File: src/rtl/ltc2333_pkg.sv
`default_nettype none
// ============================================================================
// Module : ltc2333_pkg
// Brief  : Shared types and the channel round-robin helper for the LTC2333
//          sequencer.
// Rev    : 1.0 - initial release
// ============================================================================
package ltc2333_pkg;

  typedef enum logic [2:0] {
    IDLE      = 3'd0,
    CNV_HI    = 3'd1,
    CONV_WAIT = 3'd2,
    SHIFT     = 3'd3,
    GAP       = 3'd4
  } seq_state_t;

  typedef struct packed {
    logic       v;
    logic [2:0] chan;
    logic [2:0] span;
    logic       rsv;
  } ltc2333_ctrl_t;

  // First set bit of mask at or above cur, wrapping 7->0; cur if mask is empty.
  function automatic logic [2:0] next_chan(input logic [7:0] mask, input logic [2:0] cur);
    logic [2:0] idx;
    logic [2:0] res;
    logic       found;
    res   = cur;
    found = 1'b0;
    for (int i = 0; i < 8; i++) begin
      idx = cur + 3'(i);
      if (!found && mask[idx]) begin
        res   = idx;
        found = 1'b1;
      end
    end
    return res;
  endfunction

endpackage
`default_nettype wire

File: src/rtl/ltc2333_sck_gen.sv
`default_nettype none
// ============================================================================
// Module : ltc2333_sck_gen
// Brief  : SCKI divider; idles low, emits SCK_CYCLES periods while run is high.
// Rev    : 1.0 - initial release
// ============================================================================
module ltc2333_sck_gen #(
  parameter int unsigned SCK_HALF   = 2,
  parameter int unsigned SCK_CYCLES = 12
) (
  input  logic clk,
  input  logic aresetn,
  input  logic run,
  output logic scki,
  output logic rise_pulse,
  output logic fall_pulse,
  output logic done
);

  localparam int unsigned c_hw = (SCK_HALF > 1) ? $clog2(SCK_HALF) : 1;

  logic [c_hw-1:0] r_half;
  logic [7:0]      r_per;
  logic            r_scki;
  logic            w_tick;

  // Pulses flag the clk edge on which scki is about to change.
  assign w_tick     = run && (r_half == c_hw'(SCK_HALF - 1));
  assign rise_pulse = w_tick && !r_scki;
  assign fall_pulse = w_tick && r_scki;
  assign done       = fall_pulse && (r_per == 8'(SCK_CYCLES - 1));
  assign scki       = r_scki;

  always_ff @(posedge clk or negedge aresetn) begin
    if (!aresetn) begin
      r_half <= '0;
      r_per  <= '0;
      r_scki <= 1'b0;
    end else if (!run || done) begin
      r_half <= '0;
      r_per  <= '0;
      r_scki <= 1'b0;
    end else if (w_tick) begin
      r_half <= '0;
      r_scki <= ~r_scki;
      if (r_scki) r_per <= r_per + 8'd1;
    end else begin
      r_half <= r_half + c_hw'(1);
    end
  end

endmodule
`default_nettype wire

File: src/rtl/ltc2333_sequencer.sv
`default_nettype none
// ============================================================================
// Module : ltc2333_sequencer
// Brief  : CNV / conversion-wait / SCKI+SDI packet sequencer for the LTC2333.
//          Define LTC2333_BUSY_WAIT_EN to end the conversion wait on BUSY.
// Rev    : 1.0 - initial release
// ============================================================================
module ltc2333_sequencer
  import ltc2333_pkg::*;
#(
  parameter int unsigned CNV_HIGH_CYC = 4,
  parameter int unsigned CONV_CYC     = 50,
  parameter int unsigned SCK_HALF     = 2,
  parameter int unsigned SCK_CYCLES   = 12,
  parameter int unsigned GAP_CYC      = 4
) (
  input  logic        clk,
  input  logic        aresetn,
  input  logic        enable,
  input  logic        free_run,
  input  logic [31:0] period,
  input  logic        start,
  input  logic [7:0]  chan_mask,
  input  logic [2:0]  softspan,
  input  logic        busy,
  output logic        cnv,
  output logic        scki,
  output logic        sdi,
  output logic        active,
  output logic [31:0] cnv_count,
  output logic        overrun
);

  localparam logic [15:0] c_cnv_last = 16'(CNV_HIGH_CYC - 1);
  localparam logic [15:0] c_conv_last = 16'(CONV_CYC - 1);
  localparam logic [15:0] c_gap_last = 16'(GAP_CYC - 1);

  seq_state_t    r_state;
  logic [15:0]   r_cnt;
  logic [31:0]   r_pcnt;
  logic          r_cnv;
  logic          r_sdi;
  logic [7:0]    r_sr;
  logic          r_active;
  logic [31:0]   r_cnv_count;
  logic          r_overrun;
  logic [2:0]    r_chan;
  logic [7:0]    r_mask;
  logic [2:0]    r_span;
  logic          w_fr_hit;
  logic          w_trig;
  logic          w_run;
  logic          w_sck_fall;
  logic          w_sck_done;
  logic          w_sck_rise_unused;
  logic          w_conv_done;
  logic          w_wdog;
  ltc2333_ctrl_t w_ctrl;
  logic [7:0]    w_word;

  assign w_fr_hit = (r_pcnt == period - 32'd1);
  assign w_trig   = enable && (chan_mask != 8'd0) && (free_run ? w_fr_hit : start);
  assign w_run    = (r_state == SHIFT);
  assign w_ctrl   = '{v: 1'b1, chan: r_chan, span: r_span, rsv: 1'b0};
  assign w_word   = w_ctrl;

`ifdef LTC2333_BUSY_WAIT_EN
  localparam logic [15:0] c_wdog_last = 16'(4 * CONV_CYC - 1);
  logic r_busy_s1;
  logic r_busy_s2;
  logic r_busy_seen;

  // The falling edge only counts once BUSY has been observed high.
  always_ff @(posedge clk or negedge aresetn) begin
    if (!aresetn) begin
      r_busy_s1   <= 1'b0;
      r_busy_s2   <= 1'b0;
      r_busy_seen <= 1'b0;
    end else begin
      r_busy_s1 <= busy;
      r_busy_s2 <= r_busy_s1;
      if (r_state != CONV_WAIT) r_busy_seen <= 1'b0;
      else if (r_busy_s2)       r_busy_seen <= 1'b1;
    end
  end

  assign w_conv_done = r_busy_seen && !r_busy_s2;
  assign w_wdog      = (r_cnt == c_wdog_last);
`else
  logic w_unused_busy;
  assign w_unused_busy = busy;
  assign w_conv_done   = (r_cnt == c_conv_last);
  assign w_wdog        = 1'b0;
`endif

  ltc2333_sck_gen #(
    .SCK_HALF   (SCK_HALF),
    .SCK_CYCLES (SCK_CYCLES)
  ) u_sck_gen (
    .clk        (clk),
    .aresetn    (aresetn),
    .run        (w_run),
    .scki       (scki),
    .rise_pulse (w_sck_rise_unused),
    .fall_pulse (w_sck_fall),
    .done       (w_sck_done)
  );

  always_ff @(posedge clk or negedge aresetn) begin
    if (!aresetn) begin
      r_pcnt <= '0;
    end else if (!(enable && free_run) || w_fr_hit) begin
      r_pcnt <= '0;
    end else begin
      r_pcnt <= r_pcnt + 32'd1;
    end
  end

  always_ff @(posedge clk or negedge aresetn) begin
    if (!aresetn) begin
      r_state     <= IDLE;
      r_cnt       <= '0;
      r_cnv       <= 1'b0;
      r_sdi       <= 1'b0;
      r_sr        <= '0;
      r_active    <= 1'b0;
      r_cnv_count <= '0;
      r_overrun   <= 1'b0;
      r_chan      <= '0;
      r_mask      <= '0;
      r_span      <= '0;
    end else begin
      if (!enable)                           r_overrun <= 1'b0;
      else if (w_trig && r_state != IDLE)    r_overrun <= 1'b1;

      case (r_state)
        IDLE: begin
          if (w_trig) begin
            r_state     <= CNV_HI;
            r_cnt       <= '0;
            r_cnv       <= 1'b1;
            r_active    <= 1'b1;
            r_cnv_count <= r_cnv_count + 32'd1;
            r_mask      <= chan_mask;
            r_span      <= softspan;
            r_chan      <= next_chan(chan_mask, r_chan);
          end
        end
        CNV_HI: begin
          if (r_cnt == c_cnv_last) begin
            r_state <= CONV_WAIT;
            r_cnt   <= '0;
            r_cnv   <= 1'b0;
          end else begin
            r_cnt <= r_cnt + 16'd1;
          end
        end
        CONV_WAIT: begin
          if (w_conv_done || w_wdog) begin
            r_state <= SHIFT;
            r_cnt   <= '0;
            r_sdi   <= w_word[7];
            r_sr    <= {w_word[6:0], 1'b0};
            if (w_wdog) r_overrun <= 1'b1;
          end else begin
            r_cnt <= r_cnt + 16'd1;
          end
        end
        SHIFT: begin
          // SDI moves with the scki fall so it is stable across the ADC's rise.
          if (w_sck_done) begin
            r_state <= GAP;
            r_sdi   <= 1'b0;
          end else if (w_sck_fall) begin
            r_sdi <= r_sr[7];
            r_sr  <= {r_sr[6:0], 1'b0};
          end
        end
        GAP: begin
          if (r_cnt == c_gap_last) begin
            r_state  <= IDLE;
            r_cnt    <= '0;
            r_active <= 1'b0;
            r_chan   <= next_chan(r_mask, r_chan + 3'd1);
          end else begin
            r_cnt <= r_cnt + 16'd1;
          end
        end
        default: r_state <= IDLE;
      endcase
    end
  end

  assign cnv       = r_cnv;
  assign sdi       = r_sdi;
  assign active    = r_active;
  assign cnv_count = r_cnv_count;
  assign overrun   = r_overrun;

endmodule
`default_nettype wire

File: config.mk
export PLATFORM = sky130hd
export DESIGN_NAME = ltc2333_sequencer
export DESIGN_NICKNAME = d
export VERILOG_FILES = /design/src/rtl/ltc2333_pkg.sv /design/src/rtl/ltc2333_sck_gen.sv /design/src/rtl/ltc2333_sequencer.sv
export SDC_FILE = /design/constraint.sdc
export NUM_CORES = 1
export LEC_CHECK = 0
export ABC_CLOCK_PERIOD_IN_PS = 4500
export BUFFER_PORTS_ARGS = -buffer_cell sky130_fd_sc_hd__buf_2
export CAP_MARGIN = 20
export CORE_MARGIN = 2
export CORE_UTILIZATION = 45
export DETAILED_ROUTE_END_ITERATION = 10
export SLEW_MARGIN = 20
export SYNTH_ARGS = -nofsm -noshare
export SYNTH_HDL_FRONTEND = slang
export SYNTH_HIERARCHICAL = 1
export SYNTH_SLANG_ARGS = --single-unit
export TNS_END_PERCENT = 1
File: constraint.sdc
create_clock -name clk -period 4.5 [get_ports clk]
set_input_delay 0.225 -clock clk [delete_from_list [all_inputs] [get_ports clk]]
set_output_delay 0.225 -clock clk [all_outputs]
set_load 0.05 [all_outputs]
==> metrics.cfg <==
[route]
wl_um=20300
dr.pass1.iters=4
drc=0
via_count=7137
ant_nets=0
drtIter0Drc=451
vias_per_cell=5.71
detail_route.wl_per_cell_um=16.3

[sta]
worst-slew-pin-transition_ns=0.876
grt_setup_unrepaired=false
max-slew-margin-rel_pct=41.2
setup_viol=0
fin_crit_ns=4.01
fin_skew_ns=0.0104
final-hold-violation-count=0
report.final.slew_viol_count=0
post-route-period-util_pct=89.1
clock.fmax_mhz=249
setup_tns_ns=0

[min_path]
hold_end=r_span[2]
hold_start=softspan[2]
holdPathStages=2
hold_class=in2reg

[global_routing]
antenna_found_initial=0
grt_usage_pct=21.4
grt-ovfl-total=0
grt_max_degree=57
grt_pass1_vias=6625
grt_pass1_wl_um=34200

[floorplanning]
core_area_um2=18000
initial_core_util_pct=45.8
die_area_um2=19400
num_io_pins=86
die_w_um=139
rows=49
fp.dieH_um=139

[clock_network]
htreeDepth=4
cts.sinks=117
cts_buffers=17
clock_latency_ns=0.42
max-clock-path-buffers=2
root_buffer=clkbuf_16
cts_tree=built
path_clk_slew_ns=0.06

[cells_and_area]
mostFrequentLayoutCell=dfrtp_1
drive_gt1_share_pct=19.6
layout_common_cells=dfrtp_1 (117), nor2_1 (102), buf_2 (83)
area_growth_pct=15.8
antennaDiodeCount=0
fin_util_pct=53.1
finish.net_count=1066

[yosys]
yosys_warnings=6
syn_area_per_cell_um2=8.91
synthCells=924
synth_fp_nets=981
mappedNetlistArea_um2=8240

[worst_setup_path]
r2r_cells=9
required_ns=4.84
arrival_ns=4.35
end_kind=register
startpoint_type=register
crit_path_max_fanout=12
reg2reg_to=cnv_count[29]
reg2reg_from=r_pcnt[2]
path_class=reg2reg
r2r_slack_ns=0.49

[power_and_ir_drop]
p_leak_nw=4.23
power_density_nw_per_um2=281
vdd_drop_max_mv=0.242

[status]
outcome=finished, final reports clean

[place]
dpl.hpwl_um=14900
io_buffers=84
routabilityCongestion=0.869

[job]
maxCapViolCount=0

layer usage:
layer | track usage, % | part of all wire (%)
met5 | 0 | 0
met4 | 4.63 | 0.76
met3 | 4.34 | 4.4
met2 | 32.4 | 46
met1 | 31.8 | 49
critical path, stage by stage, from the launching register on:
cell and delay [ns]:
dfrtp_1 0.47, nor2b_1 0.17, o311ai_0 0.39, o21ai_0 0.13, or4_1 0.55, or4_1 0.49
o41a_1 0.59, or4_4 0.71, nor3_1 0.25, xor2_1 0.18
how the worst max path moves through the flow:
stage | from | slack [ns] | cells after the start | end
2_1_floorplan | r_chan[0] | 0.62 | 14 | r_chan[2]
3_3_place_gp | period[2] | 0.39 | 11 | cnv_count[19]
3_5_place_dp | period[2] | 0.28 | 11 | cnv_count[19]
4_1_cts | r_pcnt[2] | 0.48 | 9 | cnv_count[29]
5_1_grt | r_pcnt[4] | 0.34 | 10 | cnv_count[19]
6_report | r_pcnt[2] | 0.49 | 9 | cnv_count[29]
power breakdown:
part	switching [mW]	internal, mW	leakage, nW
logic	0.169	0.0993	2.38
registers	0.0132	1.06	1.57
clock network	0.553	0.781	0.274
total	0.736	1.94	4.23
final cells by class:
cell class              count  area, um^2
inverters                  38         143
fillers                  1671        8430
clock buffers              17         425
multi-input cells         731        5010
clock inverters            15         155
repair buffers            104         588
well taps                 229         287
flip-flops and latches    117        2930
sequential cells by signal, indices dropped and copies added (netlist names), 3 cells and up:
name,flops
r_chan,3
r_span,3
r_state,3
r_mask,8
r_cnt,16
cnv_count,32
r_pcnt,32
r_sr,6
u_sck_gen/r_per,8
repair_timing:
item	in CTS	in global routing
gates resized for setup	0	0
endpoints found under the hold margin	54	0
hold buffers	1	0
buffers inserted	0	0
per-stage QoR:
stage	cells	hold WS, ns	total power, mW	cell area, um^2	setup WS, ns
detailed placement	1218	0.339	1.36	8940	0.278
floorplan	924	-0.0706	1.25	8240	0.620
global placement	1218	0.338	1.36	8940	0.387
CTS	1251	0.0190	2.72	9530	0.481
global route	1251	0.0209	2.79	9530	0.336
finish	1251	0.0382	2.68	9530	0.492
Note: power is estimated with default switching activity, not from simulation.
